**config.mk**
```make
export PLATFORM = sky130hd
export DESIGN_NAME = fsqrt_inv_arb
export DESIGN_NICKNAME = d
export VERILOG_FILES = /design/src/rtl/fsqrt_inv_arb.sv
export SDC_FILE = /design/constraint.sdc
export NUM_CORES = 1
export LEC_CHECK = 0
export CORE_ASPECT_RATIO = 1.1
export CORE_MARGIN = 1.5
export CORE_UTILIZATION = 38
export CTS_BUF_LIST = sky130_fd_sc_hd__clkbuf_4 sky130_fd_sc_hd__clkbuf_8 sky130_fd_sc_hd__clkbuf_16
export CTS_CLUSTER_DIAMETER = 150
export DETAILED_ROUTE_END_ITERATION = 10
export GPL_TIMING_DRIVEN = 0
export PLACE_DENSITY = 0.82
export SYNTH_ARGS = -nofsm -noshare
export SYNTH_HDL_FRONTEND = slang
export SYNTH_SLANG_ARGS = --single-unit
export TNS_END_PERCENT = 20
```
**constraint.sdc**
```tcl
create_clock -name clk -period 1.9 [get_ports clk]
set_input_delay 0.38 -clock clk [delete_from_list [all_inputs] [get_ports clk]]
set_output_delay 0.38 -clock clk [all_outputs]
set_load 0.03 [all_outputs]
```
**src/rtl/fsqrt_inv_arb.sv**
```systemverilog
// Round-robin arbiter that time-shares one combinational fsqrt_inv unit among NREQ requesters.
// It runs one operation at a time: grant, wait LAT cycles, capture, then hand the result back.
module fsqrt_inv_arb #(
    parameter int NREQ = 2,
    parameter int LAT  = 1
) (
    input  logic                 clk,
    input  logic                 rst,
    input  logic [NREQ-1:0]      req_valid,
    input  logic [32*NREQ-1:0]   req_x,
    output logic [NREQ-1:0]      req_ready,
    output logic [NREQ-1:0]      resp_valid,
    output logic [31:0]          resp_y,
    input  logic [NREQ-1:0]      resp_ready,
    output logic [31:0]          su_x,
    input  logic [31:0]          su_y
);
    localparam int GW = $clog2(NREQ);
    localparam int SW = GW + 1;
    localparam logic [1:0] CNT_INIT = 2'(LAT - 1);

    typedef enum logic [1:0] {IDLE, BUSY, DONE} state_t;

    state_t          state_q, state_d;
    logic [GW-1:0]   gnt_q, gnt_d;
    logic [GW-1:0]   ptr_q, ptr_d;
    logic [1:0]      cnt_q, cnt_d;
    logic [31:0]     su_x_q, su_x_d;
    logic [31:0]     res_q, res_d;
    logic [NREQ-1:0] resp_valid_q, resp_valid_d;

    logic [31:0]     x_arr [NREQ];
    logic [GW-1:0]   win;
    logic            found;
    logic [SW-1:0]   scan;

    for (genvar i = 0; i < NREQ; i++) begin : g_unpack
        assign x_arr[i] = req_x[32*i +: 32];
    end

    // Scan ptr, ptr+1, ... with wrap at NREQ; the first requester found wins.
    always_comb begin
        win   = '0;
        found = 1'b0;
        scan  = '0;
        for (int k = 0; k < NREQ; k++) begin
            scan = {1'b0, ptr_q} + SW'(k);
            if (scan >= SW'(NREQ)) scan = scan - SW'(NREQ);
            if (!found && req_valid[scan[GW-1:0]]) begin
                win   = scan[GW-1:0];
                found = 1'b1;
            end
        end
    end

    always_comb begin
        req_ready = '0;
        if (state_q == IDLE && found) req_ready[win] = 1'b1;
    end

    always_comb begin
        state_d      = state_q;
        gnt_d        = gnt_q;
        ptr_d        = ptr_q;
        cnt_d        = cnt_q;
        su_x_d       = su_x_q;
        res_d        = res_q;
        resp_valid_d = resp_valid_q;
        case (state_q)
            IDLE: begin
                if (found) begin
                    su_x_d  = x_arr[win];
                    gnt_d   = win;
                    cnt_d   = CNT_INIT;
                    state_d = BUSY;
                end
            end
            BUSY: begin
                if (cnt_q == 2'd0) begin
                    res_d               = su_y;
                    resp_valid_d        = '0;
                    resp_valid_d[gnt_q] = 1'b1;
                    state_d             = DONE;
                end else begin
                    cnt_d = cnt_q - 2'd1;
                end
            end
            DONE: begin
                // Returning to IDLE first keeps the next grant off the handshake path.
                if (resp_ready[gnt_q]) begin
                    resp_valid_d = '0;
                    ptr_d        = (gnt_q == GW'(NREQ - 1)) ? '0 : gnt_q + GW'(1);
                    state_d      = IDLE;
                end
            end
            default: state_d = IDLE;
        endcase
    end

    always_ff @(posedge clk) begin
        if (rst) begin
            state_q      <= IDLE;
            gnt_q        <= '0;
            ptr_q        <= '0;
            cnt_q        <= '0;
            su_x_q       <= '0;
            res_q        <= '0;
            resp_valid_q <= '0;
        end else begin
            state_q      <= state_d;
            gnt_q        <= gnt_d;
            ptr_q        <= ptr_d;
            cnt_q        <= cnt_d;
            su_x_q       <= su_x_d;
            res_q        <= res_d;
            resp_valid_q <= resp_valid_d;
        end
    end

    assign su_x       = su_x_q;
    assign resp_y     = res_q;
    assign resp_valid = resp_valid_q;
endmodule
```
==> results <==
==> worst max-delay path: cells and delay by family (launching register included) <==
| family | cells | cell delay, ns |
|---|---|---|
| buffers and inverters | 3 | 0.50 |
| DFF | 1 | 0.31 |
| AOI/OAI and AO/OA | 1 | 0.20 |
| and+or+nand+nor | 1 | 0.12 |
==> layout make-up <==
cell class                      instances  share of cell area, %
Buffer                                 39                  3.664
Clock buffer                           14                  3.589
Clock inverter                          2                 0.2493
Inverter                                4                 0.2991
Multi-Input combinational cell        259                  27.44
Sequential cell                        72                  28.76
Tap cell                              105                  2.617
Timing Repair Buffer                  168                  33.37
==> routing by layer <==
metal	vias up	share of wire [%]	GRT usage [%]
met5	-	0	0
met4	0	2.1	8.598
met3	20	8.5	6.175
met2	188	50	41.09
met1	1612	40	26.15
li1	1696	-	-
==> worst paths after layout <==
check	cells after the start	endpoint
worst max register to register	6	resp_y[29]
worst min-delay path	3	su_x[0]
worst max-delay path	5	req_ready[0]
worst min register to register	2	resp_y[10]
==> flip-flops by register name, summed over array words and instances, names as in the netlist <==
name,count
resp_y,32
state_q,2
ptr_q,1
gnt_q,1
resp_valid,2
su_x,32
cnt_q,2
==> what timing repair did <==
item                                   CTS  global route
pin swaps                                2             1
setup endpoints to repair                2             2
setup buffers                            1             1
endpoints found under the hold margin    0             0
gates resized for setup                 26             2
==> power breakdown <==
| group | switching, mW | internal (mW) | total, mW |
|---|---|---|---|
| logic | 0.672 | 0.559 | 1.23 |
| clock network | 0.540 | 0.610 | 1.15 |
| registers | 0.0727 | 1.64 | 1.71 |
==> per-stage QoR <==
stage          cells  hold WS (ns)  power [mW]  util (%)  worst slack, ns
6_report         663        0.4166       4.090     66.80          0.05420
4_1_cts          663        0.3944       4.106     66.70         0.001332
5_1_grt          663        0.4341       4.280     66.80         -0.01582
2_1_floorplan    376        0.4644       2.361         -           0.1266
3_5_place_dp     647        0.4461       2.935     63.55          -0.6454
3_3_place_gp     647        0.4411       2.914     63.55          -0.6383
==> synth_stat cells <==
library cell,n,area (um^2)
nand2b_1,5,31.28
inv_1,4,15.01
o21a_1,1,7.510
o21bai_1,1,7.510
clkbuf_2,1,5.000
nand3b_1,1,7.510
clkbuf_1,29,108.9
or2_2,1,6.260
buf_2,10,50.05
dfxtp_1,72,1441
a21oi_1,39,195.2
a211oi_2,1,12.51
buf_4,1,7.510
ha_1,1,12.51
o21ai_1,2,10.01
o21ai_0,32,160.2
and3b_1,2,17.52
or3b_4,1,11.26
o211ai_1,4,30.03
nor2_1,3,11.26
mux2i_1,1,10.01
or3b_1,1,8.760
nand4_1,32,200.2
nand2_1,65,244.0
nand3_1,33,165.2
a31oi_1,32,200.2
and2_1,1,6.260
==> cells by family after synthesis <==
group                    Yosys count
AND/OR/NAND/NOR                  145
AO/OA/AOI/OAI                    112
flip-flops                        72
buffers and inverters             45
multiplexers                       1
adder cells (fa/ha/maj)            1
==> flow_summary.toml <==
[outcome]
status = "completed"

[placement]
place_hpwl_mm = 7.413
dpl_cell_area_um2 = 4776
port_buffers = 166
gp_congestion = 0.8469

[sta]
period_minus_slack_ns = 1.846
relSlewSlack_pct = 68.61
hold_viol = 0
max_slew.worst_pin.slew_ns = 0.4709
period_share_pct = 97.15
tns_ns = 0
rsz0062_at_grt = "yes"
fin_skew_ns = 0.009909
finalSetupViolations = 0
slew_viol_final = 0
max_freq_mhz = 541.8

[finish]
multi_input_area_um2 = 1378
regArea_um2 = 1444
syn2layout_area_growth_pct = 68.29
final_common_cell = "clkdlybuf4s50_1"
diodes = 0
drive_above_1_share_pct = 7.168
postLayoutCellArea_um2 = 5020
final_cell_mix = "clkdlybuf4s50_1 (164), dfxtp_1 (70), nand2_1 (65)"
fillers = 654
final_nets = 656

[clocking]
cts_htree_levels = 3
cts_tree = "done"
clk_latency_ns = 0.33
ctsRootBufferMaster = "clkbuf_8"
cts.clk_slew.worst_paths_ns = 0.07
hold_buffers = 0
clock_sinks = 72
cts_buffers = 9
cts_buffer_depth = 2

[routing]
route.detailed.drc = 0
drtIter0Drc = 176
wl_per_cell_um = 14.75
ant_nets = 0
drt_pass1_iterations = 5
viasPerCell = 5.303
via_count = 3516
drt_wl_total_mm = 9.779

[critical_path]
reg2reg_from = "cnt_q[0]"
critPathLaunchType = "flop"
cp_max_fo = 10
crit_required_ns = 1.52
cp_slowest_cell = "dfxtp_1"
cpMostUsedCell = "buf_6"
cp-startpoint = "state_q[0]"
crit_chain = "buf_6 > a211oi_4 > buf_6 > and2_1 > clkbuf_4"
max_stage_delay_ns = 0.31
reg2reg_slack_ns = 0.31
critical_path_class = "reg2out"
cp.arrival_ns = 1.47
worst_setup_path_end_kind = "output port"

[synthesis]
syn_avg_cell_area_um2 = 7.933
synth-simple-area-share_pct = 23.78
synth_adder_area_share_pct = 0.4195
synth_compound_area_share_pct = 20.89
ys_seq_elements = 72
post_synth_xor_area_fraction_pct = 0
yosysUniqueCellTypes = 27
yosysSeqAreaShare_pct = 48.32
synth_nets = 479
muxShareOfSynthArea_pct = 0.3356
synth_warnings = 0
synth_top_family_by_area = "simple AND/OR/NAND/NOR gates"
synthCells = 376
netlist_area_um2 = 2983

[global_route]
gr-total-overflow = 0
grt_pass1_vias = 3368
antenna_found_initial = 0
groute.usage.overall_pct = 23.02
grt_max_degree = 12
grt_pass1_wl_mm = 15.31

[floorplanning]
rows = 33
die_w_um = 87.48
start_util_pct = 39.69
core_um2 = 7515
dieArea_um2 = 8391
io_pins = 170
dieHeight_um = 95.93

[pwr]
ir_drop_uv = 408.9
p_per_area_nw_per_um2 = 814.8
cellLeakagePower_nw = 1.742

[min_path]
hp-start = "req_valid[0]"
hold_path.class = "in2reg"

[flow_run]
drv_cap = 0
Power figures use the tool's default switching activity.
